==> config.mk <==
export PLATFORM = sky130hd
export DESIGN_NAME = scan_sel_ctrl
export DESIGN_NICKNAME = d
export VERILOG_FILES = /design/src/rtl/scan_sel_ctrl.sv
export SDC_FILE = /design/constraint.sdc
export NUM_CORES = 1
export LEC_CHECK = 0
export BUFFER_PORTS_ARGS = -buffer_cell sky130_fd_sc_hd__buf_2
export CORE_UTILIZATION = 50
export DETAILED_ROUTE_END_ITERATION = 8
export GPL_TIMING_DRIVEN = 0
export PLACE_DENSITY = 0.79
export SETUP_SLACK_MARGIN = 0.05
export SYNTH_ARGS = -nofsm -noshare
export SYNTH_HDL_FRONTEND = slang
export SYNTH_SLANG_ARGS = --single-unit
==> constraint.sdc <==
create_clock -name clk -period 1.9 [get_ports clk]
set_input_delay 0.285 -clock clk [delete_from_list [all_inputs] [get_ports clk]]
set_output_delay 0.285 -clock clk [all_outputs]
set_load 0.05 [all_outputs]
==> src/rtl/scan_sel_ctrl.sv <==
// Channel-select sequencer for a 2-to-4 decoder: scans the enabled channels,
// holding each for a dwell window with a blanking gap around every switch.
module scan_sel_ctrl #(
  parameter int DWELL_W   = 8,
  parameter int BLANK_CYC = 2
) (
  input  logic               clk,
  input  logic               rst_n,
  input  logic               run,
  input  logic [DWELL_W-1:0] dwell,
  input  logic [3:0]         ch_mask,
  output logic               en,
  output logic               a,
  output logic               b,
  output logic               chan_done,
  output logic               frame_done,
  output logic               busy
);

  typedef enum logic [1:0] {
    IDLE   = 2'd0,
    BLANK  = 2'd1,
    ACTIVE = 2'd2
  } state_t;

  localparam logic [3:0] BLANK_INIT = 4'(BLANK_CYC);

  state_t             state_q, state_d;
  logic [3:0]         blank_cnt_q, blank_cnt_d;
  logic [DWELL_W-1:0] dwell_cnt_q, dwell_cnt_d;
  logic [1:0]         addr_q, addr_d;
  logic               en_q, en_d;
  logic               chan_done_q, chan_done_d;
  logic               frame_done_q, frame_done_d;
  logic               busy_q, busy_d;

  logic [1:0]         first_idx;
  logic [1:0]         next_idx;
  logic [1:0]         cand_idx;
  logic               next_wrap;
  logic               mask_any;
  logic [DWELL_W-1:0] dwell_eff;

  // Searching offsets from far to near lets the nearest enabled channel win;
  // offset 4 is the current channel itself, covering the single-channel case.
  always_comb begin
    first_idx = 2'd0;
    for (int i = 3; i >= 0; i--) begin
      if (ch_mask[i]) first_idx = 2'(i);
    end
    next_idx = addr_q;
    cand_idx = addr_q;
    for (int off = 4; off >= 1; off--) begin
      cand_idx = addr_q + 2'(off);
      if (ch_mask[cand_idx]) next_idx = cand_idx;
    end
    next_wrap = (next_idx <= addr_q);
    mask_any  = (ch_mask != 4'd0);
    dwell_eff = (dwell == '0) ? DWELL_W'(1) : dwell;
  end

  always_comb begin
    state_d      = state_q;
    blank_cnt_d  = blank_cnt_q;
    dwell_cnt_d  = dwell_cnt_q;
    addr_d       = addr_q;
    en_d         = en_q;
    chan_done_d  = 1'b0;
    frame_done_d = 1'b0;
    case (state_q)
      IDLE: begin
        en_d = 1'b1;
        if (run && mask_any) begin
          addr_d      = first_idx;
          blank_cnt_d = BLANK_INIT;
          state_d     = BLANK;
        end
      end
      BLANK: begin
        en_d = 1'b1;
        if (!run) begin
          state_d = IDLE;
        end else if (blank_cnt_q <= 4'd1) begin
          dwell_cnt_d = dwell_eff;
          en_d        = 1'b0;
          state_d     = ACTIVE;
        end else begin
          blank_cnt_d = blank_cnt_q - 4'd1;
        end
      end
      ACTIVE: begin
        if (dwell_cnt_q <= DWELL_W'(1)) begin
          en_d         = 1'b1;
          chan_done_d  = 1'b1;
          frame_done_d = mask_any && next_wrap;
          if (run && mask_any) begin
            addr_d      = next_idx;
            blank_cnt_d = BLANK_INIT;
            state_d     = BLANK;
          end else begin
            state_d = IDLE;
          end
        end else begin
          dwell_cnt_d = dwell_cnt_q - DWELL_W'(1);
        end
      end
      default: begin
        en_d    = 1'b1;
        state_d = IDLE;
      end
    endcase
    busy_d = (state_d != IDLE);
  end

  always_ff @(posedge clk or negedge rst_n) begin
    if (!rst_n) begin
      state_q      <= IDLE;
      blank_cnt_q  <= 4'd0;
      dwell_cnt_q  <= '0;
      addr_q       <= 2'd0;
      en_q         <= 1'b1;
      chan_done_q  <= 1'b0;
      frame_done_q <= 1'b0;
      busy_q       <= 1'b0;
    end else begin
      state_q      <= state_d;
      blank_cnt_q  <= blank_cnt_d;
      dwell_cnt_q  <= dwell_cnt_d;
      addr_q       <= addr_d;
      en_q         <= en_d;
      chan_done_q  <= chan_done_d;
      frame_done_q <= frame_done_d;
      busy_q       <= busy_d;
    end
  end

  assign en         = en_q;
  assign a          = addr_q[1];
  assign b          = addr_q[0];
  assign chan_done  = chan_done_q;
  assign frame_done = frame_done_q;
  assign busy       = busy_q;

endmodule

==> impl_metrics.yaml, run 1 <==
critical_path:
  r2r_cells: 4
  critical_path.max_fanout: 6
  worst_setup_path_type: "reg2reg"
  worst_setup_path_start_kind: "register"
  crit_path_max_incr_delay_ns: 0.51
  crit_chain: "or3_4, o41a_1, or4_1, a21oi_2"
  crit-reg2reg-capture: "blank_cnt_q[2]$_DFFE_PN0P_"
  reg2reg_setup_slack_ns: -0.08
  worst_setup_path_end_kind: "register"
  cp_data_arrival_time_ns: 2.24
  launch_point_of_the_worst_path: "dwell_cnt_q[4]$_DFFE_PN0P_"
  critical-path-slowest-cell: "sky130_fd_sc_hd__or4_1"
  critPathRequiredTime_ns: 2.16
  timing.critical_path.to: "blank_cnt_q[2]$_DFFE_PN0P_"
  r2r-start: "dwell_cnt_q[4]$_DFFE_PN0P_"
yosys:
  number_of_different_library_cells_in_the_post_synthesis_netlist: 45
  leading_register_cell_type_out_of_synthesis: "sky130_fd_sc_hd__dfrtp_1"
  synth_fp_nets: 163
  synth.yosys.seq_area_share_pct: 38.9
  synthArstFlopShare_pct: 100
  syn_avg_cell_area_um2: 9.08
  syn_area_um2: 1290
  ys_seq_elements: 20
  synth_cells: 142
  synth_edf_count: 0
  synthesis.yosys.warnings: 0
layout:
  antenna-diode-count: 0
  design.final.nets: 196
  area_growth_pct: 26.0
  final_instance_count_excl_fillers: 204
  layout-drive-gt1-share_pct: 35.6
  num-fill-cells: 196
global_routing:
  globalRouteTotalUtil_pct: 25.5
  antenna_violations_before_repair: 0
  globalRouteOverflowTotal: 0
  grt_pass1_wl_um: 5190
  first_global_vias: 1196
  grt_start_max_net_pins: 21
sta:
  worst_slew_margin_rel_pct: 63.7
  finalWorstSetupSlack_ns: -0.0789
  fin_hold_ws_ns: 0.276
  report.final.hold_viol_count: 0
  finalSetupTns_ns: -0.0885
  max_freq_mhz: 505
  final.period_utilization_pct: 104
  timing_worst_slew_pin_value_ns: 0.540
  finalSetupViolations: 3
  final_max_slew_viol_count: 0
  rsz0062_at_grt: "yes"
  fin_crit_ns: 1.98
  clock-skew-final_ns: 0.00964
route:
  wl_per_cell_um: 16.3
  detail-route-antenna-nets: 0
  viasPerCell: 6.35
  dr.first_iter.drc_count: 36
  num_vias: 1296
  route.final.wire_length_um: 3320
  drc_errors: 0
  detail_route.first_pass.iterations: 4
clock_network:
  clock_path_buffers: 2
  cts_made_buffers: 3
  htree_num_levels: 1
  tritoncts_clock_tree: "built"
  clock_tree.root_cell: "sky130_fd_sc_hd__clkbuf_4"
  clock_insertion_delay_worst_skew_ns: 0.32
  clk_transition_reported_paths_ns: 0.13
  cts_num_sinks: 20
place:
  post-place-ws_ns: -0.129
  gp_routability_congestion: 0.876
  post-place-cells: 192
  hpwlAfterDp_um: 2190
  place.port_buffers: 20
min_path:
  hold_path_class: "in2reg"
pwr:
  vdd_ir_drop_max_mv: 1.03
  cell_int_power_mw: 1.43
  share_comb_of_total_power_pct: 60.9
  p_sw_share_pct: 47.9
  p_per_area_nw_per_um2: 1690
  p_clk_share_pct: 9.7
  seq_power_share_pct: 29.4
  power_leakage_nw: 0.697
  power_switching_mw: 1.32
floorplan:
  die_y_um: 52.8
  rows: 18
  top_level_ports: 21
  initial_utilization_pct: 52.5
  fp.dieArea_um2: 2790
  die_width_um: 52.8
  design.core.area_um2: 2450
status:
  status: "complete, but fails checks"
  violations: "negative setup slack"
run:
  drv.max_cap_violation_count: 0
-- synthesized netlist by cell type (2+ instances only) --
cell type	n	area share, %
sky130_fd_sc_hd__nor4_1	3	1.5
sky130_fd_sc_hd__dfrtp_1	19	37
sky130_fd_sc_hd__nand3b_1	2	1.2
sky130_fd_sc_hd__nand3_1	3	1.2
sky130_fd_sc_hd__nor2_1	11	3.2
sky130_fd_sc_hd__nor3_1	11	4.3
sky130_fd_sc_hd__or3_4	2	1.7
sky130_fd_sc_hd__o31ai_1	4	2.3
sky130_fd_sc_hd__nor2b_1	4	1.9
sky130_fd_sc_hd__or2_2	3	1.5
sky130_fd_sc_hd__o2bb2ai_1	4	2.7
sky130_fd_sc_hd__or4_1	3	1.7
sky130_fd_sc_hd__o22ai_1	5	2.4
sky130_fd_sc_hd__a22oi_1	2	1.2
sky130_fd_sc_hd__o21ai_0	6	2.3
sky130_fd_sc_hd__clkbuf_1	2	0.58
sky130_fd_sc_hd__nand2b_1	3	1.5
sky130_fd_sc_hd__ha_1	6	5.8
sky130_fd_sc_hd__nor3b_1	2	1.2
sky130_fd_sc_hd__or3_1	3	1.5
sky130_fd_sc_hd__a21oi_1	12	4.7
sky130_fd_sc_hd__mux2i_1	2	1.6
sky130_fd_sc_hd__inv_1	8	2.3
-- routing by layer --
| metal | GRT usage [%] | wire, µm | vias up |
|---|---|---|---|
| met3 | 2.90 | 173 | 10 |
| li1 | - | - | 612 |
| met1 | 33.4 | 1380 | 629 |
| met2 | 42.0 | 1670 | 45 |
| met5 | 0 | 0 | - |
| met4 | 11.0 | 85 | 0 |
-- what timing repair did --
item | in CTS | in global routing
endpoints found under the setup margin | 13 | 16
setup buffers | 6 | 2
endpoints found under the hold margin | 19 | 0
hold buffers | 1 | 0
gates resized for setup | 7 | 16
pin swaps | 4 | 1
-- layout by cell type (no fill, tap or decap), types with 4 or more instances in the layout --
master,Yosys,layout
sky130_fd_sc_hd__buf_2,0,20
sky130_fd_sc_hd__nor3_1,11,8
sky130_fd_sc_hd__o2bb2ai_1,4,4
sky130_fd_sc_hd__ha_1,6,5
sky130_fd_sc_hd__o22ai_1,5,5
sky130_fd_sc_hd__a21oi_1,12,10
sky130_fd_sc_hd__nor2_1,11,9
sky130_fd_sc_hd__inv_1,8,8
sky130_fd_sc_hd__dfrtp_1,19,16
sky130_fd_sc_hd__o21ai_0,6,5
sky130_fd_sc_hd__nor2b_1,4,4
sky130_fd_sc_hd__buf_4,0,8
-- worst max-delay path: cells and delay by family, from the launching register on --
family          cells  cell delay [ns]
compound gates      2             0.61
simple gates        2             0.89
flops               1             0.43
-- final cells by class --
| cell class | count | area [µm²] | share of cell area (%) |
|---|---|---|---|
| repair buffers | 29 | 170 | 10.5 |
| clock buffers | 4 | 36.3 | 2.23 |
| flip-flops and latches | 20 | 505 | 31.1 |
| multi-input cells | 111 | 837 | 51.5 |
| inverters | 8 | 30.0 | 1.85 |
| plain buffers | 2 | 8.76 | 0.539 |
| well taps | 30 | 37.5 | 2.31 |
-- power groups by stage --
stage,Combinational (mW),Clock [mW],Sequential [mW]
after floorplan,0.902,0,0.933
after global placement,1.28,0,0.816
after detailed placement,1.33,0,0.832
after CTS,1.50,0.264,0.803
after global routing,1.84,0.288,0.834
final,1.68,0.266,0.810
-- stage by stage --
stage,util [%],total power [mW],cell area (µm²)
floorplan,-,1.84,1300
global placement,58.4,2.10,1430
detailed placement,58.4,2.16,1430
CTS,63.6,2.57,1560
global route,66.2,2.96,1630
finish,66.2,2.75,1630
-- cell families after synthesis --
| kind of cell | count (synthesis) | share of synthesized area (%) |
|---|---|---|
| buf+inv | 11 | 3.20 |
| simple gates | 55 | 24.8 |
| flops | 20 | 38.9 |
| compound gates | 48 | 25.7 |
| mux | 2 | 1.55 |
| fa+ha+maj | 6 | 5.82 |
-- worst min-delay path by stage --
stage / cells after the start / to / from
floorplan: 0 / addr_q[0]$_DFFE_PN0P_ / rst_n
global placement: 1 / frame_done$_DFF_PN0_ / rst_n
global route: 3 / dwell_cnt_q[1]$_DFFE_PN0P_ / dwell[1]
CTS: 3 / dwell_cnt_q[1]$_DFFE_PN0P_ / dwell[1]
finish: 3 / dwell_cnt_q[1]$_DFFE_PN0P_ / dwell[1]
detailed placement: 1 / frame_done$_DFF_PN0_ / rst_n
-- sequential cells by signal, summed over array words and instances (netlist names) --
signal	count
addr_q	2
en	1
busy	1
chan_done	1
dwell_cnt_q	8
state_q	2
frame_done	1
blank_cnt_q	4
Note: power is estimated with default switching activity, not from simulation.
==> run 2, diff against run 1 <==
REMOVE_ABC_BUFFERS = 1   (was unset)
==> impl_metrics.yaml, run 2 (synthesized netlist as in run 1, its figures left out) <==
status:
  status: "complete, but fails checks"
  violations: "negative setup slack"
place:
  placed_cell_area_um2: 1420
  place.port_buffers: 20
  post-place-ws_ns: -0.280
  gp_routability_congestion: 0.852
  hpwlAfterDp_um: 2130
clock_network:
  clk_transition_reported_paths_ns: 0.12
  cts_made_buffers: 3
  clock_tree.root_cell: "sky130_fd_sc_hd__clkbuf_4"
  clock_path_buffers: 2
  tritoncts_clock_tree: "built"
  clock_insertion_delay_worst_skew_ns: 0.30
  htree_num_levels: 1
  cts_num_sinks: 20
global_routing:
  globalRouteOverflowTotal: 0
  antenna_violations_before_repair: 0
  first_global_vias: 1289
  grt_start_max_net_pins: 21
  gr-usage-met2_pct: 42.4
  globalRouteTotalUtil_pct: 26.5
  grtUsageMet1_pct: 34.4
  grt_pass1_wl_um: 5470
  busiest_layer_in_global_routing: "met2"
  grt_util_met3_pct: 4.93
sta:
  rsz0062_at_grt: "yes"
  clock-skew-final_ns: 0.00929
  final.period_utilization_pct: 103
  finalWorstSetupSlack_ns: -0.0505
  worst_slew_margin_rel_pct: 61.2
  fin_crit_ns: 1.95
  final_max_slew_viol_count: 0
  timing_worst_slew_pin_value_ns: 0.579
  max_freq_mhz: 513
  report.final.hold_viol_count: 0
  finalSetupViolations: 2
floorplan:
  design.core.area_um2: 2450
  initial_utilization_pct: 52.5
  rows: 18
  fp.dieArea_um2: 2790
  die_width_um: 52.8
  die_y_um: 52.8
  top_level_ports: 21
route:
  drc_errors: 0
  num_vias: 1325
  wl_per_cell_um: 16.1
  detail-route-antenna-nets: 0
  route.final.wire_length_um: 3280
  detail_route.first_pass.iterations: 4
  dr.first_iter.drc_count: 50
  viasPerCell: 6.50
critical_path:
  launch_point_of_the_worst_path: "dwell_cnt_q[3]$_DFFE_PN0P_"
  worst_setup_path_start_kind: "register"
  r2r_cells: 5
  cp_data_arrival_time_ns: 2.19
  r2r-start: "dwell_cnt_q[3]$_DFFE_PN0P_"
  worst_setup_path_end_kind: "register"
  critPathRequiredTime_ns: 2.14
  reg2reg_setup_slack_ns: -0.05
  critical_path.max_fanout: 4
  worst_setup_path_type: "reg2reg"
  crit-reg2reg-capture: "blank_cnt_q[0]$_DFFE_PN0P_"
min_path:
  hold_path.startpoint: "dwell[2]"
  hold_path_class: "in2reg"
  hold-path-cell-count: 3
  worst_hold_path.endpoint: "dwell_cnt_q[2]$_DFFE_PN0P_"
layout:
  fin_area_um2: 1630
  registers.top_by_ff_count: "dwell_cnt_q"
  biggestRegsByFlops: "dwell_cnt_q (8), blank_cnt_q (4)"
  layout-drive-gt1-share_pct: 36.2
  area_growth_pct: 26.0
  leading_cell_type_in_the_layout_fill_and_taps_excluded: "sky130_fd_sc_hd__buf_2"
  flip_flop_count_of_the_largest_register_all_copies_and_words_added: 8
  final_cell_mix: "sky130_fd_sc_hd__buf_2, sky130_fd_sc_hd__dfrtp_1, sky130_fd_sc_hd__a21oi_1"
  design.final.nets: 196
  antenna-diode-count: 0
  final_core_util_pct: 66.2
pwr:
  p_per_area_nw_per_um2: 1690
  vdd_ir_drop_max_mv: 0.921
  power_leakage_nw: 0.697
run:
  drv.max_cap_violation_count: 0
[run 2: cell count changes in the layout (fill, tap and decap cells not counted), sizes merged]
cell	change
buf	+2
clkbuf	-2
[run 2: critical path, stage by stage, from the launching register on]
cell and delay (ns):
sky130_fd_sc_hd__dfrtp_1 0.39, sky130_fd_sc_hd__or3_4 0.40, sky130_fd_sc_hd__o41a_1 0.48, sky130_fd_sc_hd__buf_4 0.17
sky130_fd_sc_hd__or3_1 0.33, sky130_fd_sc_hd__a21oi_1 0.13
[run 2: where the power goes]
group	switching (mW)	leakage [nW]	internal, mW
Combinational	1.01	0.436	0.724
Clock	0.135	0.0150	0.0817
Sequential	0.174	0.246	0.622
[run 2: how the worst max path moves through the flow]
stage / to / slack, ns / cells after the start
floorplan: blank_cnt_q[3]$_DFFE_PN0P_ / -0.07 / 4
global placement: dwell_cnt_q[4]$_DFFE_PN0P_ / -0.22 / 6
detailed placement: dwell_cnt_q[4]$_DFFE_PN0P_ / -0.28 / 6
CTS: blank_cnt_q[0]$_DFFE_PN0P_ / -0.04 / 5
global route: blank_cnt_q[2]$_DFFE_PN0P_ / -0.11 / 4
finish: blank_cnt_q[0]$_DFFE_PN0P_ / -0.05 / 5
[run 2: timing repair]
action | CTS | global route
setup endpoints to repair | 14 | 14
pin swaps | 6 | 2
hold buffers | 1 | 0
gates resized for setup | 10 | 16
setup buffers | 9 | 1
hold endpoints to repair | 19 | 0
[run 2: metal layers]
metal  wire length, µm  part of all wire, %
met3               141                  4.3
met2              1680                   51
met5                 0                    0
met1              1410                   43
met4                41                  1.3
[run 2: cell type report]
type / count / area, µm²
Clock buffer: 4 / 26.3
Fill cell: 190 / 830
Inverter: 8 / 30.0
Multi-Input combinational cell: 111 / 843
Timing Repair Buffer: 31 / 185
Tap cell: 30 / 37.5
Sequential cell: 20 / 503
[run 2: per-stage QoR]
stage	hold WS, ns	power, mW	std cells	setup TNS, ns
final	0.312	2.74	204	-0.0882
after global routing	0.302	2.97	204	-0.336
after CTS	0.294	2.57	203	-0.0780
after detailed placement	0.262	2.13	189	-2.21
after global placement	0.258	2.06	189	-1.47
after floorplan	-0.0106	1.81	139	-0.103
